`config.mk`:
```
export PLATFORM = sky130hd
export DESIGN_NAME = mdio_link_poller
export DESIGN_NICKNAME = d
export VERILOG_FILES = /design/src/rtl/eth_pkg.sv /design/src/rtl/mdio_cmd_seq.sv /design/src/rtl/mdio_link_poller.sv
export SDC_FILE = /design/constraint.sdc
export NUM_CORES = 1
export LEC_CHECK = 0
export CORE_MARGIN = 3
export CORE_UTILIZATION = 53
export CTS_BUF_LIST = sky130_fd_sc_hd__clkbuf_4 sky130_fd_sc_hd__clkbuf_8 sky130_fd_sc_hd__clkbuf_16
export DETAILED_ROUTE_END_ITERATION = 6
export PLACE_DENSITY = 0.79
export SLEW_MARGIN = 5
export SYNTH_ARGS = -nofsm -noshare
export SYNTH_HDL_FRONTEND = slang
export SYNTH_HIERARCHICAL = 1
export SYNTH_SLANG_ARGS = --single-unit
```
`constraint.sdc`:
```
create_clock -name clk -period 3 [get_ports clk]
set_input_delay 0.9 -clock clk [delete_from_list [all_inputs] [get_ports clk]]
set_output_delay 0.9 -clock clk [all_outputs]
set_load 0.05 [all_outputs]
```
`src/rtl/eth_pkg.sv`:
```
// Shared constants and types for the AXI Ethernet Lite MDIO link poller.
package eth_pkg;

   // AXI Ethernet Lite MDIO register byte offsets
   localparam int unsigned MDIO_ADDR = 32'h0000_07E4;
   localparam int unsigned MDIO_WR   = 32'h0000_07E8;
   localparam int unsigned MDIO_RD   = 32'h0000_07EC;
   localparam int unsigned MDIO_CTRL = 32'h0000_07F0;

   // MDIOCTRL bit positions
   localparam int unsigned CTRL_BUSY = 0;
   localparam int unsigned CTRL_EN   = 3;

   // PHY Basic Status Register (register 1) bit positions
   localparam int unsigned BSR_LINK    = 2;
   localparam int unsigned BSR_AN_DONE = 5;

   localparam logic [4:0] PHY_REG_BSR = 5'd1;

   // Enable plus busy/start: kicks off the transaction programmed in MDIOADDR
   localparam logic [31:0] MDIO_CTRL_GO = (32'd1 << CTRL_EN) | (32'd1 << CTRL_BUSY);

   typedef enum logic [3:0] {
      StIdle,
      StWrAddr,
      StGap1,
      StWrCtrl,
      StGap2,
      StBusyRd,
      StBusyWait,
      StDataRd,
      StDataWait,
      StUpdate,
      StFail
   } poll_state_e;

   typedef enum logic [1:0] {
      SqIdle,
      SqGap,
      SqWait
   } seq_state_e;

   // MDIOADDR word for a read: op bit 10, PHY address [9:5], register [4:0]
   function automatic logic [31:0] mdio_rd_word(input logic [4:0] phy, input logic [4:0] regad);
      return {21'd0, 1'b1, phy, regad};
   endfunction

endpackage

```
`src/rtl/mdio_cmd_seq.sv`:
```
// Issues one write or read on the axi_eth command port; writes are followed by
// a fixed idle gap, reads wait for read_done under a timeout.
module mdio_cmd_seq
   import eth_pkg::*;
#(
   parameter int unsigned P_AXI_ADDR_WIDTH = 13,
   parameter int unsigned P_AXI_DATA_WIDTH = 32,
   parameter int unsigned P_WR_GAP         = 16,
   parameter int unsigned P_TIMEOUT        = 4096
) (
   input  logic                        clk,
   input  logic                        rst,
   input  logic                        start,
   input  logic                        wr,
   input  logic [P_AXI_ADDR_WIDTH-1:0] addr,
   input  logic [P_AXI_DATA_WIDTH-1:0] wdata,
   output logic                        done,
   output logic                        timeout,
   output logic [P_AXI_DATA_WIDTH-1:0] rdata,
   output logic                        do_axi_write,
   output logic [P_AXI_ADDR_WIDTH-1:0] axi_write_addr,
   output logic [P_AXI_DATA_WIDTH-1:0] axi_write_data,
   output logic                        do_axi_read,
   output logic [P_AXI_ADDR_WIDTH-1:0] axi_read_addr,
   input  logic [P_AXI_DATA_WIDTH-1:0] axi_read_data,
   input  logic                        read_done
);

   localparam int unsigned CntMax = (P_TIMEOUT > P_WR_GAP) ? P_TIMEOUT : P_WR_GAP;
   localparam int unsigned CntW   = $clog2(CntMax + 1);

   seq_state_e                  state_q, state_d;
   logic [CntW-1:0]             cnt_q, cnt_d;
   logic                        do_wr_q, do_wr_d;
   logic                        do_rd_q, do_rd_d;
   logic [P_AXI_ADDR_WIDTH-1:0] wr_addr_q, wr_addr_d;
   logic [P_AXI_DATA_WIDTH-1:0] wr_data_q, wr_data_d;
   logic [P_AXI_ADDR_WIDTH-1:0] rd_addr_q, rd_addr_d;

   assign do_axi_write   = do_wr_q;
   assign axi_write_addr = wr_addr_q;
   assign axi_write_data = wr_data_q;
   assign do_axi_read    = do_rd_q;
   assign axi_read_addr  = rd_addr_q;
   assign rdata          = axi_read_data;

   // Next state: the strobe cycle is the first Gap/Wait cycle, with cnt_q = 0
   always_comb begin
      state_d   = state_q;
      cnt_d     = cnt_q;
      do_wr_d   = 1'b0;
      do_rd_d   = 1'b0;
      wr_addr_d = wr_addr_q;
      wr_data_d = wr_data_q;
      rd_addr_d = rd_addr_q;
      done      = 1'b0;
      timeout   = 1'b0;
      unique case (state_q)
         SqIdle: begin
            if (start) begin
               cnt_d = '0;
               if (wr) begin
                  do_wr_d   = 1'b1;
                  wr_addr_d = addr;
                  wr_data_d = wdata;
                  state_d   = SqGap;
               end else begin
                  do_rd_d   = 1'b1;
                  rd_addr_d = addr;
                  state_d   = SqWait;
               end
            end
         end
         SqGap: begin
            if (cnt_q == CntW'(P_WR_GAP)) begin
               done    = 1'b1;
               state_d = SqIdle;
            end else begin
               cnt_d = cnt_q + CntW'(1);
            end
         end
         SqWait: begin
            if (read_done) begin
               done    = 1'b1;
               state_d = SqIdle;
            end else if (cnt_q == CntW'(P_TIMEOUT - 1)) begin
               timeout = 1'b1;
               state_d = SqIdle;
            end else begin
               cnt_d = cnt_q + CntW'(1);
            end
         end
         default: state_d = SqIdle;
      endcase
   end

   // State and registered command outputs
   always_ff @(posedge clk) begin
      if (rst) begin
         state_q   <= SqIdle;
         cnt_q     <= '0;
         do_wr_q   <= 1'b0;
         do_rd_q   <= 1'b0;
         wr_addr_q <= '0;
         wr_data_q <= '0;
         rd_addr_q <= '0;
      end else begin
         state_q   <= state_d;
         cnt_q     <= cnt_d;
         do_wr_q   <= do_wr_d;
         do_rd_q   <= do_rd_d;
         wr_addr_q <= wr_addr_d;
         wr_data_q <= wr_data_d;
         rd_addr_q <= rd_addr_d;
      end
   end

endmodule

```
`src/rtl/mdio_link_poller.sv`:
```
// Periodically reads PHY register 1 over MDIO via axi_eth and publishes link status.
module mdio_link_poller
   import eth_pkg::*;
#(
   parameter int unsigned P_AXI_ADDR_WIDTH = 13,
   parameter int unsigned P_AXI_DATA_WIDTH = 32,
   parameter int unsigned P_PHY_ADDR       = 0,
   parameter int unsigned P_POLL_INTERVAL  = 1000000,
   parameter int unsigned P_WR_GAP         = 16,
   parameter int unsigned P_TIMEOUT        = 4096,
   parameter int unsigned P_BUSY_MAX       = 64
) (
   input  logic                        clk,
   input  logic                        rst,
   input  logic                        enable,
   input  logic                        force_poll,
   output logic                        do_axi_write,
   output logic [P_AXI_ADDR_WIDTH-1:0] axi_write_addr,
   output logic [P_AXI_DATA_WIDTH-1:0] axi_write_data,
   output logic                        do_axi_read,
   output logic [P_AXI_ADDR_WIDTH-1:0] axi_read_addr,
   input  logic [P_AXI_DATA_WIDTH-1:0] axi_read_data,
   input  logic                        read_done,
   output logic [15:0]                 phy_status,
   output logic                        link_up,
   output logic                        an_done,
   output logic                        status_valid,
   output logic                        link_change,
   output logic                        err,
   output logic                        busy
);

   localparam int unsigned IvlW  = $clog2(P_POLL_INTERVAL + 1);
   localparam int unsigned BcntW = $clog2(P_BUSY_MAX + 1);
   localparam logic [P_AXI_DATA_WIDTH-1:0] AddrWord =
      P_AXI_DATA_WIDTH'(mdio_rd_word(5'(P_PHY_ADDR), PHY_REG_BSR));

   poll_state_e                 state_q, state_d;
   logic [IvlW-1:0]             ivl_q, ivl_d;
   logic                        pend_q, pend_d;
   logic [BcntW-1:0]            bcnt_q, bcnt_d;
   logic [15:0]                 phy_q, phy_d;
   logic                        link_q, link_d;
   logic                        an_q, an_d;
   logic                        sv_q, sv_d;
   logic                        lc_q, lc_d;
   logic                        err_q, err_d;

   logic                        cmd_start, cmd_wr, cmd_done, cmd_timeout;
   logic [P_AXI_ADDR_WIDTH-1:0] cmd_addr;
   logic [P_AXI_DATA_WIDTH-1:0] cmd_wdata, cmd_rdata;
   logic                        unused_rdata;

   assign unused_rdata = ^cmd_rdata[P_AXI_DATA_WIDTH-1:16];

   assign phy_status   = phy_q;
   assign link_up      = link_q;
   assign an_done      = an_q;
   assign status_valid = sv_q;
   assign link_change  = lc_q;
   assign err          = err_q;
   assign busy         = (state_q != StIdle);

   mdio_cmd_seq #(
      .P_AXI_ADDR_WIDTH(P_AXI_ADDR_WIDTH),
      .P_AXI_DATA_WIDTH(P_AXI_DATA_WIDTH),
      .P_WR_GAP        (P_WR_GAP),
      .P_TIMEOUT       (P_TIMEOUT)
   ) u_cmd_seq (
      .clk           (clk),
      .rst           (rst),
      .start         (cmd_start),
      .wr            (cmd_wr),
      .addr          (cmd_addr),
      .wdata         (cmd_wdata),
      .done          (cmd_done),
      .timeout       (cmd_timeout),
      .rdata         (cmd_rdata),
      .do_axi_write  (do_axi_write),
      .axi_write_addr(axi_write_addr),
      .axi_write_data(axi_write_data),
      .do_axi_read   (do_axi_read),
      .axi_read_addr (axi_read_addr),
      .axi_read_data (axi_read_data),
      .read_done     (read_done)
   );

   // Poll sequencing; status outputs are loaded on entry to Update/Fail
   always_comb begin
      state_d   = state_q;
      ivl_d     = ivl_q;
      pend_d    = pend_q | force_poll;
      bcnt_d    = bcnt_q;
      phy_d     = phy_q;
      link_d    = link_q;
      an_d      = an_q;
      sv_d      = 1'b0;
      lc_d      = 1'b0;
      err_d     = err_q;
      cmd_start = 1'b0;
      cmd_wr    = 1'b0;
      cmd_addr  = '0;
      cmd_wdata = '0;
      unique case (state_q)
         StIdle: begin
            if (ivl_q != '0) ivl_d = ivl_q - IvlW'(1);
            if ((enable && (ivl_q == '0)) || pend_q || force_poll) begin
               pend_d  = 1'b0;
               state_d = StWrAddr;
            end
         end
         StWrAddr: begin
            cmd_start = 1'b1;
            cmd_wr    = 1'b1;
            cmd_addr  = P_AXI_ADDR_WIDTH'(MDIO_ADDR);
            cmd_wdata = AddrWord;
            bcnt_d    = '0;
            state_d   = StGap1;
         end
         StGap1: if (cmd_done) state_d = StWrCtrl;
         StWrCtrl: begin
            cmd_start = 1'b1;
            cmd_wr    = 1'b1;
            cmd_addr  = P_AXI_ADDR_WIDTH'(MDIO_CTRL);
            cmd_wdata = P_AXI_DATA_WIDTH'(MDIO_CTRL_GO);
            state_d   = StGap2;
         end
         StGap2: if (cmd_done) state_d = StBusyRd;
         StBusyRd: begin
            cmd_start = 1'b1;
            cmd_addr  = P_AXI_ADDR_WIDTH'(MDIO_CTRL);
            state_d   = StBusyWait;
         end
         StBusyWait: begin
            if (cmd_timeout) begin
               state_d = StFail;
               err_d   = 1'b1;
               link_d  = 1'b0;
               an_d    = 1'b0;
            end else if (cmd_done) begin
               if (!cmd_rdata[CTRL_BUSY]) begin
                  state_d = StDataRd;
               end else if (bcnt_q == BcntW'(P_BUSY_MAX - 1)) begin
                  state_d = StFail;
                  err_d   = 1'b1;
                  link_d  = 1'b0;
                  an_d    = 1'b0;
               end else begin
                  bcnt_d  = bcnt_q + BcntW'(1);
                  state_d = StBusyRd;
               end
            end
         end
         StDataRd: begin
            cmd_start = 1'b1;
            cmd_addr  = P_AXI_ADDR_WIDTH'(MDIO_RD);
            state_d   = StDataWait;
         end
         StDataWait: begin
            if (cmd_timeout) begin
               state_d = StFail;
               err_d   = 1'b1;
               link_d  = 1'b0;
               an_d    = 1'b0;
            end else if (cmd_done) begin
               state_d = StUpdate;
               phy_d   = cmd_rdata[15:0];
               link_d  = cmd_rdata[BSR_LINK];
               an_d    = cmd_rdata[BSR_AN_DONE];
               lc_d    = cmd_rdata[BSR_LINK] ^ link_q;
               sv_d    = 1'b1;
               err_d   = 1'b0;
            end
         end
         StUpdate, StFail: begin
            ivl_d   = IvlW'(P_POLL_INTERVAL - 1);
            state_d = StIdle;
         end
         default: state_d = StIdle;
      endcase
   end

   // Poll FSM, interval counter and status registers
   always_ff @(posedge clk) begin
      if (rst) begin
         state_q <= StIdle;
         ivl_q   <= '0;
         pend_q  <= 1'b0;
         bcnt_q  <= '0;
         phy_q   <= '0;
         link_q  <= 1'b0;
         an_q    <= 1'b0;
         sv_q    <= 1'b0;
         lc_q    <= 1'b0;
         err_q   <= 1'b0;
      end else begin
         state_q <= state_d;
         ivl_q   <= ivl_d;
         pend_q  <= pend_d;
         bcnt_q  <= bcnt_d;
         phy_q   <= phy_d;
         link_q  <= link_d;
         an_q    <= an_d;
         sv_q    <= sv_d;
         lc_q    <= lc_d;
         err_q   <= err_d;
      end
   end

endmodule

```
==> flow_summary.yaml <==
sta:
  fin_skew_ns: 0.005989
  timing.setup.tns_ns: 0
  worst_hold_slack_ns: 0.4452
  min_period_ns: 2.859
  slew_viol_final: 0
  hold_viol: 0
  fmax_ghz: 0.3497
  fin_crit_sh_pct: 95.31
  relSlewSlack_pct: 53.22
  setup_viol: 0
  worstMarginPinSlew_ns: 0.7016
  grt_setup_unrepaired: "false"
setup_path:
  r2r_slack_ns: 0.27
  endpoint: "busy"
  r2r_end: "state_q[0]"
  required_ns: 2.10
  crit_path_max_fanout: 3
  reg2reg_from: "u_cmd_seq/cnt_q[0]"
  critPathCaptureType: "primary output"
  reg2reg_depth: 10
  crit_start: "state_q[1]"
  crit_type: "reg2out"
  critPathLaunchType: "register"
  crit_arrival_ns: 1.96
global_routing:
  grt_pass1_vias: 5186
  antenna_found_initial: 0
  grt_max_degree: 70
  grt.overflow.total: 0
  grt_pass1_wl_um: 24240
  gr-usage-all-layers_pct: 23.58
floorplanning:
  start_util_pct: 55.33
  rows: 37
  core_um2: 10460
  dieArea_um2: 12210
  die_x_um: 110.5
  num_io_pins: 119
  chipHeight_um: 110.5
power:
  power_mw: 6.998
  ir_worst_vdd_mv: 0.6016
  p_sw_mw: 2.691
  intPower_mw: 4.307
  power_density_nw_per_um2: 926.5
  p_clk_share_pct: 29.3
  seq_power_share_pct: 30.7
  p_comb_share_pct: 39.9
  switching_share_pct: 38.46
  leakage_nw: 2.666
route:
  wl_um: 14100
  wire_per_inst_um: 14.30
  via_per_inst: 5.373
  vias: 5298
  postRouteAntennaNets: 0
  drc_errors: 0
  drtIter0Drc: 303
  dr.pass1.iters: 4
yosys:
  ys_warn_count: 6
  syn_area_per_cell_um2: 8.030
  syn_area_um2: 5789
  syn-instance-count: 721
placement:
  portBuffers: 102
  routabilityCongestion: 0.8732
  place.detailed.hpwl_um: 9463
finish:
  fin_nets: 883
  area_growth_syn_to_layout_pct: 30.47
  nFillCells: 799
  drive_gt1_share_pct: 8.824
  antenna_cells: 0
clock_tree:
  post_cts_resized: 0
  cts_buffer_depth: 2
  hold_buffers: 0
  cts_setup_buffers: 0
  numClockSinks: 128
  cts_htree_levels: 4
  clk-insertion-delay-late_ns: 0.52
  cts_tree: "built"
  cts_root_buf: "clkbuf_8"
  clkTransAtPathRegs_ns: 0.06
  cts_inserted_buffers: 17
worst_hold_path:
  hold_path_class: "reg2reg"
  hold_depth: 2
outcome:
  status: "finished clean"
job:
  maxCapViolations: 0
[worst max-delay path, stage by stage, from the launching register on]
cell and delay [ns]:
dfxtp_1 0.33, nor4_4 0.32, inv_2 0.08, clkdlybuf4s50_1 0.71
[layout by cell type (no fill, tap or decap), types with 8 or more instances in the layout]
cell type and count:
xnor2_1 15, nand4_1 8, conb_1 37, dfxtp_1 128, nor3_1 17, nor4_1 8, clkbuf_16 16, ha_1 9
or3_1 12, o32ai_1 9, clkdlybuf4s50_1 101, a211oi_1 8, nor2_1 28, buf_4 18, inv_1 26, a21oi_1 107
nand3_1 11, nand2_1 172
[flip-flops by register name, summed over array words and instances (netlist names), 2 cells and up]
name                      flops
bcnt_q                        7
ivl_q                        20
phy_status                   16
state_q                       4
u_cmd_seq/axi_read_addr      13
u_cmd_seq/axi_write_addr     13
u_cmd_seq/axi_write_data     32
u_cmd_seq/cnt_q              13
u_cmd_seq/state_q             2
[power by group through the flow]
| stage | registers (mW) | clock network, mW | logic, mW |
|---|---|---|---|
| 2_1_floorplan | 2.41 | 0 | 1.87 |
| 3_3_place_gp | 2.16 | 0 | 2.64 |
| 3_5_place_dp | 2.18 | 0 | 2.75 |
| 4_1_cts | 2.15 | 2.08 | 2.78 |
| 5_1_grt | 2.18 | 2.17 | 3.07 |
| 6_report | 2.15 | 2.05 | 2.80 |
[how the worst min path moves through the flow]
stage               from   endpoint  slack, ns
2_1_floorplan  bcnt_q[6]  bcnt_q[6]       0.42
3_3_place_gp   bcnt_q[6]  bcnt_q[6]       0.43
3_5_place_dp   bcnt_q[6]  bcnt_q[6]       0.44
4_1_cts        bcnt_q[6]  bcnt_q[6]       0.45
5_1_grt        bcnt_q[6]  bcnt_q[6]       0.47
6_report       bcnt_q[6]  bcnt_q[6]       0.45
[metal layers]
layer	wire (um)	track usage, %	part of all wire (%)	vias to the layer above
met5	0	0	0	-
met4	188	6.897	1.3	0
met3	1178	10.36	8.4	18
met2	6809	39.85	48	139
met1	5925	26.99	42	2487
li1	-	-	-	2654
[metrics by stage]
step                      util (%)  instances  cell area, um2  worst slack (ns)
final                        72.20        986            7553            0.1408
after global routing         72.20        986            7553           0.06239
after CTS                    72.20        986            7553            0.1133
after detailed placement     66.47        954            6954           0.01379
after global placement       66.47        954            6954           0.09819
after floorplan                  -        757            5924            0.4092
[cell type report]
type	count	area, um2	share of cell area (%)
flip-flops and latches	128	2562	33.92
repair buffers	119	1146	15.17
clock inverters	10	135.1	1.789
multi-input cells	544	2974	39.37
well taps	136	170.2	2.253
inverters	27	101.3	1.342
clock buffers	22	464.2	6.145
No activity file was read; power rests on OpenSTA's default activity.
